**src/rtl/reg_pipe_pkg.sv**
```systemverilog
// Shared constants, the stage record and the occupancy-width helper for reg_pipe.
package reg_pipe_pkg;

    localparam int                       DEFAULT_WIDTH     = 4;
    localparam int                       DEFAULT_DEPTH     = 3;
    localparam logic [DEFAULT_WIDTH-1:0] DEFAULT_RESET_VAL = '0;

    // Stage contents at the default word width.
    typedef struct packed {
        logic                     valid;
        logic [DEFAULT_WIDTH-1:0] data;
    } stage_t;

    // Width needed to hold a stage count of 0..depth.
    function automatic int count_width(input int depth);
        return $clog2(depth + 1);
    endfunction

endpackage

```
**src/rtl/reg_pipe_stage.sv**
```systemverilog
// One pipeline stage: a data word plus its valid bit, with reset > flush > enable priority.
module reg_pipe_stage
    import reg_pipe_pkg::*;
#(
    parameter int               WIDTH     = DEFAULT_WIDTH,
    parameter logic [WIDTH-1:0] RESET_VAL = '0
) (
    input  logic             clk,
    input  logic             rst,
    input  logic             flush_i,
    input  logic             en_i,
    input  logic             valid_i,
    input  logic [WIDTH-1:0] data_i,
    output logic             valid_o,
    output logic [WIDTH-1:0] data_o,
    output logic             valid_next_o
);

    logic             valid_q, valid_d;
    logic [WIDTH-1:0] data_q, data_d;

    // Flush clears only the valid bit; the data word stays put.
    always_comb begin
        valid_d = valid_q;
        data_d  = data_q;
        if (flush_i) begin
            valid_d = 1'b0;
        end else if (en_i) begin
            valid_d = valid_i;
            data_d  = data_i;
        end
    end

    always_ff @(posedge clk) begin
        if (rst) begin
            valid_q <= 1'b0;
            data_q  <= RESET_VAL;
        end else begin
            valid_q <= valid_d;
            data_q  <= data_d;
        end
    end

    // Lets the parent register an occupancy count that matches the valid bits.
    assign valid_next_o = rst ? 1'b0 : valid_d;
    assign valid_o      = valid_q;
    assign data_o       = data_q;

endmodule

```
**src/rtl/reg_pipe.sv**
```systemverilog
// Stallable, flushable DEPTH-stage register pipeline with registered occupancy count.
// Define REG_PIPE_LATCH_TAP_EN to add the data_latch debug tap (transparent while clk is high).
module reg_pipe
    import reg_pipe_pkg::*;
#(
    parameter int               WIDTH     = DEFAULT_WIDTH,
    parameter int               DEPTH     = DEFAULT_DEPTH,
    parameter logic [WIDTH-1:0] RESET_VAL = WIDTH'(DEFAULT_RESET_VAL),
    localparam int              CW        = count_width(DEPTH)
) (
    input  logic             clk,
    input  logic             rst,
    input  logic             en,
    input  logic             flush,
    input  logic             in_valid,
    input  logic [WIDTH-1:0] in,
    output logic [WIDTH-1:0] out,
    output logic             out_valid,
    output logic [CW-1:0]    count
`ifdef REG_PIPE_LATCH_TAP_EN
    ,
    output logic [WIDTH-1:0] data_latch
`endif
);

    logic [WIDTH-1:0] stage_data  [DEPTH];
    logic             stage_valid [DEPTH];
    logic             valid_next  [DEPTH];
    logic [CW-1:0]    count_q, count_d;

    genvar gi;
    generate
        for (gi = 0; gi < DEPTH; gi++) begin : g_stage
            logic             src_valid;
            logic [WIDTH-1:0] src_data;

            if (gi == 0) begin : g_head
                assign src_valid = in_valid;
                assign src_data  = in;
            end else begin : g_link
                assign src_valid = stage_valid[gi-1];
                assign src_data  = stage_data[gi-1];
            end

            reg_pipe_stage #(
                .WIDTH     (WIDTH),
                .RESET_VAL (RESET_VAL)
            ) u_stage (
                .clk          (clk),
                .rst          (rst),
                .flush_i      (flush),
                .en_i         (en),
                .valid_i      (src_valid),
                .data_i       (src_data),
                .valid_o      (stage_valid[gi]),
                .data_o       (stage_data[gi]),
                .valid_next_o (valid_next[gi])
            );
        end
    endgenerate

    always_comb begin
        count_d = '0;
        for (int i = 0; i < DEPTH; i++) begin
            count_d = count_d + CW'(valid_next[i]);
        end
    end

    always_ff @(posedge clk) begin
        if (rst) begin
            count_q <= '0;
        end else begin
            count_q <= count_d;
        end
    end

    assign out       = stage_data[DEPTH-1];
    assign out_valid = stage_valid[DEPTH-1];
    assign count     = count_q;

`ifdef REG_PIPE_LATCH_TAP_EN
    logic [WIDTH-1:0] latch_q;

    always_latch begin
        if (clk) begin
            if (rst) begin
                latch_q = RESET_VAL;
            end else begin
                latch_q = in;
            end
        end
    end

    assign data_latch = latch_q;
`endif

endmodule

```
**config.mk**
```make
export PLATFORM = sky130hd
export DESIGN_NAME = reg_pipe
export DESIGN_NICKNAME = d
export VERILOG_FILES = /design/src/rtl/reg_pipe_pkg.sv /design/src/rtl/reg_pipe_stage.sv /design/src/rtl/reg_pipe.sv
export SDC_FILE = /design/constraint.sdc
export NUM_CORES = 1
export LEC_CHECK = 0
export CORE_MARGIN = 1.5
export CORE_UTILIZATION = 35
export DETAILED_ROUTE_END_ITERATION = 6
export GPL_ROUTABILITY_DRIVEN = 0
export PLACE_DENSITY = 0.63
export SKIP_LAST_GASP = 1
export SLEW_MARGIN = 15
export SYNTH_ARGS = -nofsm -noshare
export SYNTH_HDL_FRONTEND = slang
export SYNTH_SLANG_ARGS = --single-unit
```
**constraint.sdc**
```tcl
create_clock -name clk -period 1.5 [get_ports clk]
set_input_delay 0.3 -clock clk [delete_from_list [all_inputs] [get_ports clk]]
set_output_delay 0.3 -clock clk [all_outputs]
set_load 0.01 [all_outputs]
```
==> impl_metrics.env <==
export IMPL_run_status="complete, no violations"
export IMPL_layout_cells_non_filler=106
export IMPL_gr_total_overflow=0
export IMPL_holdCritPathClass="reg -> reg"
export IMPL_p_leak_nw=0.4576
export IMPL_period_share_pct=96.58
export IMPL_routed_wl_met3_um=59
export IMPL_switchingPower_uw=186.3
export IMPL_clk_pin_slew_ns=0.10
export IMPL_drc=0
export IMPL_worstHoldPathCells=2
export IMPL_dieArea_um2=2241
export IMPL_syn_nets=70
export IMPL_synth_seq_area_share_pct=49.45
export IMPL_antennaDiodeCount=0
export IMPL_r2r_slack_ns=0.16
export IMPL_drtIter0Drc=1
export IMPL_synth_area_top_cells="dfxtp_1 49%, mux2i_1 16%, nand2b_1 12%, nand4bb_1 6.5%, buf_6 3.3%"
export IMPL_cts_sinks=17
export IMPL_ir_drop_mv=0.4990
export IMPL_syn_area_um2=688.2
export IMPL_hold_path_startpoint="g_stage[2].u_stage.data_o[3]$_SDFFE_PP0P_"
export IMPL_fill_cells=179
export IMPL_final_common_cell="dfxtp_1"
export IMPL_portBuffers=15
export IMPL_core_um2=1783
export IMPL_required_ns=1.70
export IMPL_area_delta_synth_final_pct=37.27
export IMPL_io_pins=16
export IMPL_yosysUniqueCellTypes=11
export IMPL_crit_type="in -> reg"
export IMPL_clock_path_buffers=2
export IMPL_numCtsBuffers=3
export IMPL_clock_latency_ns=0.29
export IMPL_grt_first_pass_wirelength_um=1821
export IMPL_detail_route_wl_per_cell_um=10.68
export IMPL_reg2reg_to="count[0]$_SDFF_PP0_"
export IMPL_syn_instance_count=60
export IMPL_multiInputGateArea_um2=339.1
export IMPL_die_h_um=47.34
export IMPL_grt_max_degree=19
export IMPL_cts_root_buf="clkbuf_4"
export IMPL_register_area_um2=340.3
export IMPL_wl_met2_um=515
export IMPL_finalSetupViolCount=0
export IMPL_p_per_area_nw_per_um2=842.9
export IMPL_p_int_uw=609.9
export IMPL_power_uw=796.2
export IMPL_highest_layer="met4"
export IMPL_r2r_cells=4
export IMPL_r2r_start="g_stage[0].u_stage.valid_o$_DFF_P_"
export IMPL_switching_share_pct=23.40
export IMPL_drv_cap=0
export IMPL_start_util_pct=38.60
export IMPL_vias_per_cell=4.481
export IMPL_yosysTopAreaCellShare_pct=49.45
export IMPL_drt_wl_total_um=1132
export IMPL_grt_usage_pct=12.57
export IMPL_nets=92
export IMPL_pwr_share_clk_pct=31.3
export IMPL_synth_seq_cells=17
export IMPL_via_count=475
export IMPL_crit_arrival_ns=1.65
export IMPL_die_w_um=47.34
export IMPL_cts_tree="yes"
export IMPL_yosysWarnings=0
export IMPL_final_setup_skew_ns=0.0006900
export IMPL_drive_gt1_share_pct=17.28
export IMPL_dr_pass1_iters=2
export IMPL_grt_pass1_vias=429
export IMPL_worst_pin_slew_ns=0.2541
export IMPL_min_to="g_stage[2].u_stage.data_o[3]$_SDFFE_PP0P_"
export IMPL_pwr_share_seq_pct=58.2
export IMPL_startpoint_type="primary input"
export IMPL_place_inst=102
export IMPL_yosysTopAreaCell="dfxtp_1"
export IMPL_grt_setup_unrepaired="false"
export IMPL_comb_power_share_pct=10.6
export IMPL_drv_slew=0
export IMPL_layout_common_cells="17 x dfxtp_1, 13 x nand2b_1, 11 x mux2i_1, 9 x clkdlybuf4s50_1, 6 x buf_4"
export IMPL_m1WireLength_um=530
export IMPL_cp_end_kind="flop"
export IMPL_cp_max_fo=4
export IMPL_rows=15
export IMPL_antenna_found_initial=0
export IMPL_hpwlAfterDp_um=809.6
export IMPL_final_antenna_net_count=0
export IMPL_syn_area_per_cell_um2=11.47
export IMPL_max_slew_margin_pct=82.58
export IMPL_fin_crit_ns=1.449
export IMPL_hold_violations=0
export IMPL_htreeDepth=1
export IMPL_fmax_ghz=0.6903
[metal layers]
layer  up-vias  global-route usage (%)
met5         -                       0
met4         0                   6.667
met3         4                   5.769
met2        12                   18.38
met1       211                   15.31
li1        248                       -
[repair_timing]
item                       in CTS  in global routing
pin swaps                       0                  2
setup buffers                   0                  0
cloned                          0                  0
hold buffers                    0                  0
setup endpoints to repair       2                  6
resized for setup               4                  6
[worst max path at each step]
stage	end	from	depth (start not counted)	slack (ns)
detailed placement	count[0]$_SDFF_PP0_	en	5	-0.48
finish	count[0]$_SDFF_PP0_	rst	4	0.05
floorplan	count[0]$_SDFF_PP0_	en	5	0.05
global placement	count[0]$_SDFF_PP0_	en	5	-0.44
CTS	out[0]	g_stage[2].u_stage.data_o[0]$_SDFFE_PP0P_	1	0.003
global route	count[0]	count[0]$_SDFF_PP0_	1	0.006
[through the flow]
step | setup slack [ns] | setup TNS, ns | hold WS, ns | util, % | instance area [um^2]
final | 0.05134 | 0 | 0.4738 | 52.98 | 944.7
after global placement | -0.4369 | -1.099 | 0.4585 | 49.61 | 884.6
after CTS | 0.002608 | 0 | 0.4837 | 51.93 | 925.9
after floorplan | 0.05433 | 0 | 0.4049 | - | 688.2
after global routing | 0.005796 | 0 | 0.5012 | 52.98 | 944.7
after detailed placement | -0.4839 | -1.490 | 0.4662 | 49.61 | 884.6
[power groups by stage]
stage	combinational [mW]	sequential (mW)	clock, mW
CTS	0.0847	0.463	0.264
floorplan	0.0456	0.474	0
detailed placement	0.0834	0.474	0
finish	0.0843	0.463	0.249
global route	0.0914	0.464	0.279
global placement	0.0829	0.474	0
[flip-flops by register name, indices dropped and copies added, names as in the netlist]
signal,count
count,2
g_stage.u_stage.data_o,12
g_stage.u_stage.valid_o,3
[final cells by class]
type	instances	share of cell area, %
well taps	25	3.311
multi-input cells	39	35.89
repair buffers	21	21.85
flip-flops and latches	17	36.03
clock buffers	3	2.384
clock inverters	1	0.5298
[logic make-up after synthesis]
logic type      count (synthesis)  synth area share (%)
mux                            11                 16.00
fa+ha+maj                       1                 2.909
flops                          17                 49.46
simple gates                   23                 24.36
compound gates                  4                 2.909
buf+inv                         4                 4.364
[synth_stat cells (all sizes together)]
| library cell | number |
|---|---|
| nor2b | 3 |
| fa | 1 |
| nand4bb | 4 |
| nor3 | 3 |
| clkbuf | 2 |
| o21ai | 4 |
| nand2b | 13 |
| buf | 2 |
| dfxtp | 17 |
| mux2i | 11 |
[worst max-delay path: stages]
cell,delay (ns)
clkdlybuf4s50_1,0.52
nor3_2,0.25
fa_1,0.44
nor2b_1,0.13
Power figures use the tool's default switching activity.
